`src/rtl/mux2x1_exerciser.sv`:
```
// ---------------------------------------------------------------------------
// mux2x1_exerciser
// Clocked stimulus/response wrapper for a 2:1 mux under test. It sweeps
// {s,a1,a0} through 0..7 (PASSES times), holds each vector SETTLE cycles,
// then samples y for one CHECK cycle and compares it to the ideal mux result.
//
// Ports
//   clk              rising-edge clock
//   clrn             asynchronous active-low reset
//   start            begin a run (honoured only in IDLE or DONE)
//   y                mux output under test
//   s, a1, a0        mux stimulus, straight from the vector register
//   busy             run in progress (DRIVE or CHECK)
//   done             run finished (DONE)
//   pass             valid with done; 1 when no mismatch was seen
//   err_cnt          mismatch count, saturating at all-ones
//   first_fail       {s,a1,a0} of the first mismatching vector
//   first_fail_valid first_fail holds a captured vector
// ---------------------------------------------------------------------------
module mux2x1_exerciser #(
   parameter int SETTLE = 2,
   parameter int PASSES = 1,
   parameter int ERR_W  = 8
) (
   input  logic             clk,
   input  logic             clrn,
   input  logic             start,
   input  logic             y,
   output logic             s,
   output logic             a1,
   output logic             a0,
   output logic             busy,
   output logic             done,
   output logic             pass,
   output logic [ERR_W-1:0] err_cnt,
   output logic [2:0]       first_fail,
   output logic             first_fail_valid
);

   localparam int SW = (SETTLE > 1) ? $clog2(SETTLE) : 1;
   localparam int PW = (PASSES > 1) ? $clog2(PASSES) : 1;
   localparam logic [SW-1:0] SETTLE_LAST = SW'(SETTLE - 1);
   localparam logic [PW-1:0] PASS_LAST   = PW'(PASSES - 1);

   typedef enum logic [1:0] {IDLE, DRIVE, CHECK, DONE} state_t;

   state_t           r_state;
   logic [2:0]       r_vec;
   logic [SW-1:0]    r_settle;
   logic [PW-1:0]    r_pass_cnt;
   logic [ERR_W-1:0] r_err_cnt;
   logic [2:0]       r_first_fail;
   logic             r_ff_valid;
   logic             r_busy;
   logic             r_done;
   logic             r_pass;

   logic             w_exp;
   logic             w_mis;
   logic [ERR_W-1:0] w_err_nxt;

   assign w_exp = r_vec[2] ? r_vec[1] : r_vec[0];
   // Case-inequality so an undriven or unknown y is reported as a failure.
   assign w_mis = (y !== w_exp);
   assign w_err_nxt = (w_mis && (r_err_cnt != '1)) ? r_err_cnt + ERR_W'(1) : r_err_cnt;

   always_ff @(posedge clk or negedge clrn) begin
      if (!clrn) begin
         r_state      <= IDLE;
         r_vec        <= '0;
         r_settle     <= '0;
         r_pass_cnt   <= '0;
         r_err_cnt    <= '0;
         r_first_fail <= '0;
         r_ff_valid   <= 1'b0;
         r_busy       <= 1'b0;
         r_done       <= 1'b0;
         r_pass       <= 1'b0;
      end else begin
         case (r_state)
            IDLE, DONE: begin
               if (start) begin
                  r_state      <= DRIVE;
                  r_vec        <= '0;
                  r_settle     <= '0;
                  r_pass_cnt   <= '0;
                  r_err_cnt    <= '0;
                  r_first_fail <= '0;
                  r_ff_valid   <= 1'b0;
                  r_busy       <= 1'b1;
                  r_done       <= 1'b0;
                  r_pass       <= 1'b0;
               end
            end
            DRIVE: begin
               if (r_settle == SETTLE_LAST) begin
                  r_state  <= CHECK;
                  r_settle <= '0;
               end else begin
                  r_settle <= r_settle + SW'(1);
               end
            end
            CHECK: begin
               r_err_cnt <= w_err_nxt;
               if (w_mis && !r_ff_valid) begin
                  r_first_fail <= r_vec;
                  r_ff_valid   <= 1'b1;
               end
               if (r_vec == 3'd7) begin
                  r_vec <= '0;
                  if (r_pass_cnt == PASS_LAST) begin
                     // pass is taken from the post-update count so the final
                     // vector's result is included.
                     r_state <= DONE;
                     r_busy  <= 1'b0;
                     r_done  <= 1'b1;
                     r_pass  <= (w_err_nxt == '0);
                  end else begin
                     r_state    <= DRIVE;
                     r_pass_cnt <= r_pass_cnt + PW'(1);
                  end
               end else begin
                  r_state <= DRIVE;
                  r_vec   <= r_vec + 3'd1;
               end
            end
            default: r_state <= IDLE;
         endcase
      end
   end

   assign s                = r_vec[2];
   assign a1               = r_vec[1];
   assign a0               = r_vec[0];
   assign busy             = r_busy;
   assign done             = r_done;
   assign pass             = r_pass;
   assign err_cnt          = r_err_cnt;
   assign first_fail       = r_first_fail;
   assign first_fail_valid = r_ff_valid;

endmodule

```
`config.mk`:
```
export PLATFORM = sky130hd
export DESIGN_NAME = mux2x1_exerciser
export DESIGN_NICKNAME = d
export VERILOG_FILES = /design/src/rtl/mux2x1_exerciser.sv
export SDC_FILE = /design/constraint.sdc
export NUM_CORES = 1
export LEC_CHECK = 0
export CORE_MARGIN = 3
export CORE_UTILIZATION = 45
export CTS_BUF_LIST = sky130_fd_sc_hd__clkbuf_8
export DETAILED_ROUTE_END_ITERATION = 16
export PLACE_DENSITY_LB_ADDON = 0.05
export SETUP_SLACK_MARGIN = 0.2
export SLEW_MARGIN = 20
export SYNTH_ARGS = -nofsm -noshare
export SYNTH_HDL_FRONTEND = slang
export SYNTH_SLANG_ARGS = --single-unit
```
`constraint.sdc`:
```
create_clock -name clk -period 5.5 [get_ports clk]
set_input_delay 0.55 -clock clk [delete_from_list [all_inputs] [get_ports clk]]
set_output_delay 0.55 -clock clk [all_outputs]
set_load 0.02 [all_outputs]
```
==> flow_metrics.env, run 1 <==
export IMPL_status="complete, no violations"
export IMPL_syn_nets=137
export IMPL_via_per_inst=6.09
export IMPL_place_gp_congestion=0.837
export IMPL_powerDensity_nw_per_um2=369
export IMPL_die_w_microns=58.3
export IMPL_hold_buffers=0
export IMPL_finalSetupViolations=0
export IMPL_drtAntennaViolNets=0
export IMPL_r2r_end="first_fail[1]"
export IMPL_num_rows=18
export IMPL_synth_common_cells="21 x dfrtp_1, 11 x a21oi_1, 10 x nand2_1"
export IMPL_nFillCells=214
export IMPL_fin_crit_sh_pct=40.5
export IMPL_worstPathArrival_ps=2430
export IMPL_dp_hpwl_microns=1990
export IMPL_cp_max_fo=13
export IMPL_synth_ff_type="dfrtp_1"
export IMPL_die_y_microns=58.3
export IMPL_drt_iter0_drc=38
export IMPL_yosysSeqAreaShare_pct=42.7
export IMPL_syn2layout_area_growth_pct=22.4
export IMPL_cp_slowest_cell="mux2i_1"
export IMPL_yosysMostFrequentCell="dfrtp_1"
export IMPL_grt_pass1_vias=1002
export IMPL_synth_avg_cell_area_sq_um=9.69
export IMPL_leakagePower_nw=0.678
export IMPL_final_setup_tns_ps=0
export IMPL_min_period_ps=2230
export IMPL_clk_latency_ps=260
export IMPL_async_reset_ff_share_pct=100
export IMPL_clockBufferDepth=2
export IMPL_hold_class="input port to asynchronous set/reset pin"
export IMPL_setup_slack_ps=3270
export IMPL_htreeDepth=1
export IMPL_port_buffer_count=21
export IMPL_clockRootBuffer="clkbuf_8"
export IMPL_route_detailed_drc=0
export IMPL_max_freq_ghz=0.449
export IMPL_cts_inserted_buffers=3
export IMPL_overflow=0
export IMPL_crit_path_end_kind="flop"
export IMPL_die_area_sq_um=3400
export IMPL_dr_pass1_iters=5
export IMPL_drv_slew=0
export IMPL_cts_resized=0
export IMPL_start_util_pct=48.4
export IMPL_synth_area_leaders="dfrtp_1 43%, ha_1 6.1%, a21oi_1 4.5%"
export IMPL_routed_wl_microns=2780
export IMPL_worstSetupPathType="flop to flop"
export IMPL_path_clk_slew_ps=80
export IMPL_syn_instance_count=127
export IMPL_grt_pass1_wl_microns=4820
export IMPL_post_cts_setup_buffers=0
export IMPL_critPathLaunch="r_state[0]"
export IMPL_synth_largest_area_cell="dfrtp_1"
export IMPL_finish_net_count=158
export IMPL_drv_cap=0
export IMPL_grt_max_degree=22
export IMPL_synth_area_sq_um=1230
export IMPL_ys_warn_count=0
export IMPL_post_drt_wl_per_cell_microns=15.7
export IMPL_hold_violations=0
export IMPL_crit_chain="inv_1 -> ha_1 -> mux2i_1 -> nand2b_1 -> a22o_1"
export IMPL_yosys_register_bits=21
export IMPL_rrSetupSlack_ps=3270
export IMPL_reg2reg_from="r_state[0]"
export IMPL_r2r_cells=5
export IMPL_cts_sinks=21
export IMPL_ir_worst_vdd_uv=266
export IMPL_finClkSkew_ps=1.97
export IMPL_yosys_cell_types_count=41
export IMPL_post_place_ws_ps=2710
export IMPL_required_ps=5700
export IMPL_num_antenna_cells=0
export IMPL_core_area_sq_um=2540
export IMPL_slew_headroom_pct=29.3
export IMPL_synth_top_area_share_pct=42.7
export IMPL_synth_edf_count=0
export IMPL_slowest_delay_ps=880
export IMPL_track_usage_pct=18.1
export IMPL_max_slew_worst_pin_slew_ps=1030
export IMPL_top_level_ports=22
export IMPL_rsz0062_at_grt="false"
export IMPL_num_vias=1078
export IMPL_antenna_found_initial=0
export IMPL_start_kind="flop"
export IMPL_drive_above_1_share_pct=6.12
export IMPL_cts_tree="yes"
[metrics by stage]
| stage | cells | util [%] | cell area, sq um | power, mW | hold slack, ps |
|---|---|---|---|---|---|
| 2_1_floorplan | 127 | - | 1230 | 0.387 | 254 |
| 3_3_place_gp | 173 | 57.3 | 1460 | 0.450 | 491 |
| 3_5_place_dp | 173 | 57.3 | 1460 | 0.457 | 490 |
| 4_1_cts | 177 | 59.1 | 1500 | 0.561 | 514 |
| 5_1_grt | 177 | 59.2 | 1510 | 0.606 | 275 |
| 6_report | 177 | 59.2 | 1510 | 0.557 | 244 |
[worst max-delay path, delay by kind of cell, from the launching register on]
family | cells | cell delay [ps]
adder cells (fa/ha/maj) | 1 | 400
AND/OR/NAND/NOR | 1 | 270
AO/OA/AOI/OAI | 1 | 160
multiplexers | 1 | 880
flip-flops | 1 | 390
buffers and inverters | 1 | 60
[where the power goes]
part,switching [mW],leakage (nW),internal (mW)
logic,0.155,0.370,0.0982
registers,0.0250,0.283,0.176
clock network,0.0515,0.0255,0.0505
[metal layers]
metal  vias up  share of wire (%)  routed length [microns]  global-route usage, %
li1        522                  -                        -                      -
met3         2                4.9                      135                   2.63
met1       525                 46                     1290                   26.8
met5         -                  0                        0                      0
met2        29                 48                     1340                   28.5
met4         0               0.68                       19                   2.98
[how the worst max path moves through the flow]
| stage | end | slack, ps | cells past startpoint |
|---|---|---|---|
| after floorplan | pass | 3410 | 6 |
| after global placement | pass | 2800 | 5 |
| after detailed placement | pass | 2710 | 5 |
| after CTS | pass | 3000 | 5 |
| after global routing | first_fail[2] | 3130 | 5 |
| final | first_fail[1] | 3270 | 5 |
[area by class of cell]
class                      instances  area [sq um]  area share [%]
inverter                           3          11.3           0.748
timing repair buffer              21           205            13.6
sequential                        21           526            34.9
clock inverter                     1          5.00           0.332
multi-input combinational         98           681            45.2
tap                               30          37.5            2.49
clock buffer                       3          41.3            2.74
[layout by cell type, fill, tap and decap left out, types with 5 or more instances in the layout]
| master | instances |
|---|---|
| a21oi_1 | 11 |
| dfrtp_1 | 21 |
| nand2_1 | 10 |
| nor2_1 | 7 |
| o21ai_1 | 5 |
| o21ai_0 | 6 |
| clkdlybuf4s50_1 | 20 |
| ha_1 | 6 |
| a22o_1 | 5 |
[state kept, by name, indices dropped and copies added, names as in the netlist]
signal and count:
err_cnt 8, first_fail 3, r_vec 3, r_state 2
busy 1, done 1, first_fail_valid 1, pass 1
r_settle 1
[kinds of logic after synthesis]
family          count (synthesis)  synth area share [%]
flops                          21                  42.7
buf+inv                         8                  2.64
simple gates                   39                  17.4
mux                             2                  1.63
fa+ha+maj                       6                  6.10
compound gates                 48                  27.4
xor+xnor                        3                  2.13
Note: power is estimated with default switching activity, not from simulation.
==> inputs of run 2 (changes only) <==
==> constraint.sdc (replaced) <==
create_clock -name clk -period 2.3 [get_ports clk]
set_input_delay 0.23 -clock clk [delete_from_list [all_inputs] [get_ports clk]]
set_output_delay 0.23 -clock clk [all_outputs]
set_load 0.02 [all_outputs]
==> run 2 against run 1 <==
Fmax is 8.7% higher. Flip-flop and latch count stayed put. Clock power rose by 140%. Utilization increased by 1.6 points. First-iteration DRC count up 79%. Die area unchanged. Register-to-register slack worse by 3000 ps.
==> flow_metrics.env, run 2 (same netlist as run 1, synthesis figures left out) <==
export IMPL_num_antenna_cells=0
export IMPL_post_cts_setup_buffers=0
export IMPL_crit_family="compound AO/OA/AOI/OAI gates"
export IMPL_overflow=0
export IMPL_syn2layout_area_growth_pct=25.7
export IMPL_nFillCells=217
export IMPL_r2r_cells=5
export IMPL_rrSetupSlack_ps=250
export IMPL_final_setup_tns_ps=0
export IMPL_finish_net_count=162
export IMPL_max_slew_worst_pin_slew_ps=515
export IMPL_drtAntennaViolNets=0
export IMPL_dp_hpwl_microns=2120
export IMPL_die_y_microns=58.3
export IMPL_slowest_delay_ps=550
export IMPL_dr_pass1_iters=4
export IMPL_hold_buffers=0
export IMPL_cp_slowest_cell="dfrtp_1"
export IMPL_clockBufferDepth=2
export IMPL_top_level_ports=22
export IMPL_grt_pass1_wl_microns=5260
export IMPL_start_kind="flop"
export IMPL_post_drt_wl_per_cell_microns=16.8
export IMPL_worstPathArrival_ps=2210
export IMPL_die_area_sq_um=3400
export IMPL_route_detailed_drc=0
export IMPL_worstSetupPathType="flop to flop"
export IMPL_crit_chain="and4_4 -> a41oi_2 -> a2111oi_1 -> a41oi_1 -> o41ai_2"
export IMPL_antenna_found_initial=0
export IMPL_final_cell_mix="21 x clkdlybuf4s50_1, 19 x dfrtp_1, 11 x a21oi_1"
export IMPL_clockRootBuffer="clkbuf_8"
export IMPL_p_comb_share_pct=47.1
export IMPL_drt_iter0_drc=68
export IMPL_hold_class="input port to asynchronous set/reset pin"
export IMPL_finClkSkew_ps=1.36
export IMPL_fin_hold_ws_ps=304
export IMPL_cts_inserted_buffers=3
export IMPL_core_area_sq_um=2540
export IMPL_htreeDepth=1
export IMPL_drv_cap=0
export IMPL_p_sw_share_pct=41.8
export IMPL_p_int_mw=0.804
export IMPL_place_gp_congestion=0.858
export IMPL_track_usage_pct=20.0
export IMPL_cp_num_buf_inv=0
export IMPL_fin_crit_sh_pct=89.0
export IMPL_ir_worst_vdd_uv=598
export IMPL_cts_sinks=21
export IMPL_hold_violations=0
export IMPL_num_vias=1105
export IMPL_grt_max_degree=22
export IMPL_via_per_inst=6.10
export IMPL_rsz0062_at_grt="true"
export IMPL_cp_max_fo=11
export IMPL_status="complete, no violations"
export IMPL_max_freq_ghz=0.488
export IMPL_largest_reg_flops=8
export IMPL_clkPwrFrac_pct=17.7
export IMPL_start_util_pct=48.4
export IMPL_regArea_sq_um=528
export IMPL_layout_commonest_cell="clkdlybuf4s50_1"
export IMPL_drive_above_1_share_pct=10.6
export IMPL_p_sw_mw=0.578
export IMPL_powerDensity_nw_per_um2=893
export IMPL_crit_path_end_kind="flop"
export IMPL_leakagePower_nw=0.692
export IMPL_post_place_ws_ps=190
export IMPL_port_buffer_count=21
export IMPL_finalSetupViolations=0
export IMPL_seq_power_share_pct=35.2
export IMPL_drv_slew=0
export IMPL_num_rows=18
export IMPL_cts_tree="yes"
export IMPL_routed_wl_microns=3050
export IMPL_setup_slack_ps=252
export IMPL_required_ps=2460
export IMPL_reg2reg_from="err_cnt[3]"
export IMPL_path_clk_slew_ps=80
export IMPL_r2r_end="pass"
export IMPL_multi_input_area_sq_um=684
export IMPL_clk_latency_ps=260
export IMPL_grt_pass1_vias=1105
export IMPL_slew_headroom_pct=65.4
export IMPL_min_period_ps=2050
export IMPL_die_w_microns=58.3
-- run 2: power groups by stage --
stage / logic, mW / clock network, mW / registers (mW)
5_1_grt: 0.738 / 0.268 / 0.498
2_1_floorplan: 0.419 / 0 / 0.506
3_3_place_gp: 0.606 / 0 / 0.487
6_report: 0.650 / 0.245 / 0.486
4_1_cts: 0.635 / 0.254 / 0.483
3_5_place_dp: 0.629 / 0 / 0.490
-- run 2: metal layers --
layer | part of all wire [%] | global-route usage (%)
met1 | 46 | 28.2
met3 | 4.1 | 3.73
met4 | 1.6 | 4.97
met5 | 0 | 0
met2 | 49 | 31.6
-- run 2: worst max-delay path by stage --
| stage | slack [ps] | startpoint | cells past startpoint | to |
|---|---|---|---|---|
| floorplan | 210 | err_cnt[0] | 6 | pass |
| global placement | 300 | err_cnt[0] | 6 | pass |
| detailed placement | 190 | r_vec[2] | 6 | pass |
| CTS | 210 | r_vec[2] | 6 | pass |
| global route | 120 | err_cnt[3] | 5 | pass |
| finish | 250 | err_cnt[3] | 5 | pass |
-- run 2: repair_timing --
item,CTS,global route
gates resized for setup,1,5
cloned,0,0
hold endpoints to repair,0,0
pin swaps,0,0
setup endpoints to repair,1,6
-- run 2: metrics by stage --
step / power (mW) / util (%) / std cells / area (sq um)
floorplan: 0.925 / - / 127 / 1230
global placement: 1.09 / 58.5 / 177 / 1490
finish: 1.38 / 60.8 / 181 / 1550
global route: 1.50 / 60.8 / 181 / 1550
detailed placement: 1.12 / 58.5 / 177 / 1490
CTS: 1.37 / 60.3 / 181 / 1540
-- run 2: cell type report --
| type | count | area share (%) |
|---|---|---|
| multi-input cells | 98 | 44.2 |
| flip-flops and latches | 21 | 34.1 |
| repair buffers | 25 | 15.5 |
| clock buffers | 3 | 2.67 |
| well taps | 30 | 2.43 |
| inverters | 3 | 0.728 |
| clock inverters | 1 | 0.323 |
==> inputs of run 3 (changes only) <==
==> constraint.sdc (replaced) <==
create_clock -name clk -period 1.6 [get_ports clk]
set_input_delay 0.16 -clock clk [delete_from_list [all_inputs] [get_ports clk]]
set_output_delay 0.16 -clock clk [all_outputs]
set_load 0.02 [all_outputs]
==> run 3 against run 2 <==
The flow now finishes with violations (negative setup slack). Final cell count increased by 21%. Global-route usage increased by 3.0 points. First-iteration DRC count increased by 22%. Wire length increased by 28%. Critical path type unchanged. Largest power group unchanged.
==> flow_metrics.env, run 3 (same netlist as run 1, synthesis figures left out) <==
export IMPL_grt_pass1_vias=1335
export IMPL_max_slew_worst_pin_slew_ps=375
export IMPL_antenna_found_initial=0
export IMPL_rsz0062_at_grt="true"
export IMPL_clockBufferDepth=2
export IMPL_final_cell_mix="34 x buf_4, 14 x dfrtp_1, 14 x dlygate4sd2_1"
export IMPL_worstPathArrival_ps=1990
export IMPL_finClkSkew_ps=3.44
export IMPL_top_level_ports=22
export IMPL_grt_pass1_wl_microns=5980
export IMPL_dp_hpwl_microns=2460
export IMPL_fin_hold_ws_ps=232
export IMPL_grt_max_degree=22
export IMPL_layout_commonest_cell="buf_4"
export IMPL_rrSetupSlack_ps=-220
export IMPL_hold_class="input port to asynchronous set/reset pin"
export IMPL_place_gp_congestion=0.919
export IMPL_cts_inserted_buffers=3
export IMPL_drv_slew=0
export IMPL_overflow=0
export IMPL_r2r_end="pass"
export IMPL_min_period_ps=1820
export IMPL_clockRootBuffer="clkbuf_8"
export IMPL_track_usage_pct=22.9
export IMPL_htreeDepth=1
export IMPL_crit_path_end_kind="flop"
export IMPL_path_clk_slew_ps=80
export IMPL_drt_iter0_drc=83
export IMPL_port_buffer_count=21
export IMPL_hold_buffers=0
export IMPL_cp_max_fo=4
export IMPL_fin_crit_sh_pct=114
export IMPL_hold_violations=0
export IMPL_die_area_sq_um=3400
export IMPL_dpl_cell_area_sq_um=1810
export IMPL_ir_worst_vdd_uv=1230
export IMPL_die_y_microns=58.3
export IMPL_dr_pass1_iters=4
export IMPL_drive_above_1_share_pct=49.2
export IMPL_syn2layout_area_growth_pct=73.1
export IMPL_via_per_inst=5.90
export IMPL_routed_wl_microns=3900
export IMPL_violations="negative setup slack"
export IMPL_worstSetupPathType="flop to flop"
export IMPL_slew_headroom_pct=74.9
export IMPL_post_drt_wl_per_cell_microns=17.8
export IMPL_num_rows=18
export IMPL_cts_sinks=21
export IMPL_final_area_sq_um=2130
export IMPL_finish_net_count=200
export IMPL_drv_cap=0
export IMPL_route_detailed_drc=0
export IMPL_reg2reg_from="r_vec[2]"
export IMPL_num_vias=1292
export IMPL_finalSetupViolations=3
export IMPL_die_w_microns=58.3
export IMPL_required_ps=1770
export IMPL_max_freq_ghz=0.549
export IMPL_setup_slack_ps=-223
export IMPL_largest_reg_flops=8
export IMPL_cts_tree="yes"
export IMPL_r2r_cells=6
export IMPL_start_util_pct=48.4
export IMPL_status="finished, violations left"
export IMPL_start_kind="flop"
export IMPL_clk_latency_ps=260
export IMPL_powerDensity_nw_per_um2=1310
export IMPL_leakagePower_nw=1.04
export IMPL_num_antenna_cells=0
export IMPL_core_area_sq_um=2540
export IMPL_drtAntennaViolNets=0
-- run 3: cell types whose count changed in the layout (fill, tap and decap cells not counted), moves of 3 or more --
cell,previous run,this run
ha_1,6,1
a21oi_1,11,7
ha_4,0,5
o21ai_0,6,3
dlygate4sd2_1,0,14
clkdlybuf4s50_1,21,3
dfrtp_2,2,7
a21oi_2,0,4
buf_4,4,34
buf_6,0,8
dlymetal6s2s_1,0,3
dfrtp_1,19,14
-- run 3: per-stage QoR --
step                total power [mW]  setup TNS, ps  worst slack, ps  util (%)  cells
floorplan                       1.55           -194             -191         -    127
global placement                1.89           -454             -185      71.0    208
detailed placement              1.94           -697             -209      71.0    208
CTS                             2.56           -156             -156      78.4    217
global route                    2.94           -662             -307      83.7    219
finish                          2.79           -227             -223      83.7    219
-- run 3: repair_timing --
action                     4_1_cts  5_1_grt
pin swaps                        8        6
setup buffers                    5        2
gates resized for setup         40       25
setup endpoints to repair       30       22
-- run 3: how the worst max path moves through the flow --
stage	startpoint	end	slack, ps	cells past startpoint
floorplan	err_cnt[0]	pass	-190	6
global placement	y	pass	-180	5
detailed placement	y	pass	-210	5
CTS	err_cnt[1]	pass	-160	6
global route	r_vec[2]	pass	-310	6
finish	r_vec[2]	pass	-220	6
-- run 3: power breakdown --
group	leakage, nW	switching [mW]	total, mW	internal (mW)
clock network	0.0269	0.174	0.345	0.171
registers	0.272	0.0860	0.692	0.606
logic	0.746	0.875	1.76	0.881
-- run 3: area by class of cell --
type,instances,area (sq um)
Multi-Input combinational cell,98,957
Tap cell,30,37.5
Fill cell,150,414
Timing Repair Buffer,63,546
Clock inverter,1,3.75
Clock buffer,3,41.3
Sequential cell,21,534
Inverter,3,11.3
-- run 3: routing by layer --
metal	up-vias	routed length (microns)	track usage, %
li1	608	-	-
met1	625	1650	27.4
met2	46	1990	39.1
met3	13	164	3.07
met4	0	96	13.9
met5	-	0	0
-- run 3: critical path, stage by stage (launching register included) --
cell	delay, ps
dfrtp_2	430
mux2i_4	210
xnor2_2	170
buf_4	170
a2111oi_2	340
a41oi_1	120
o41ai_2	290
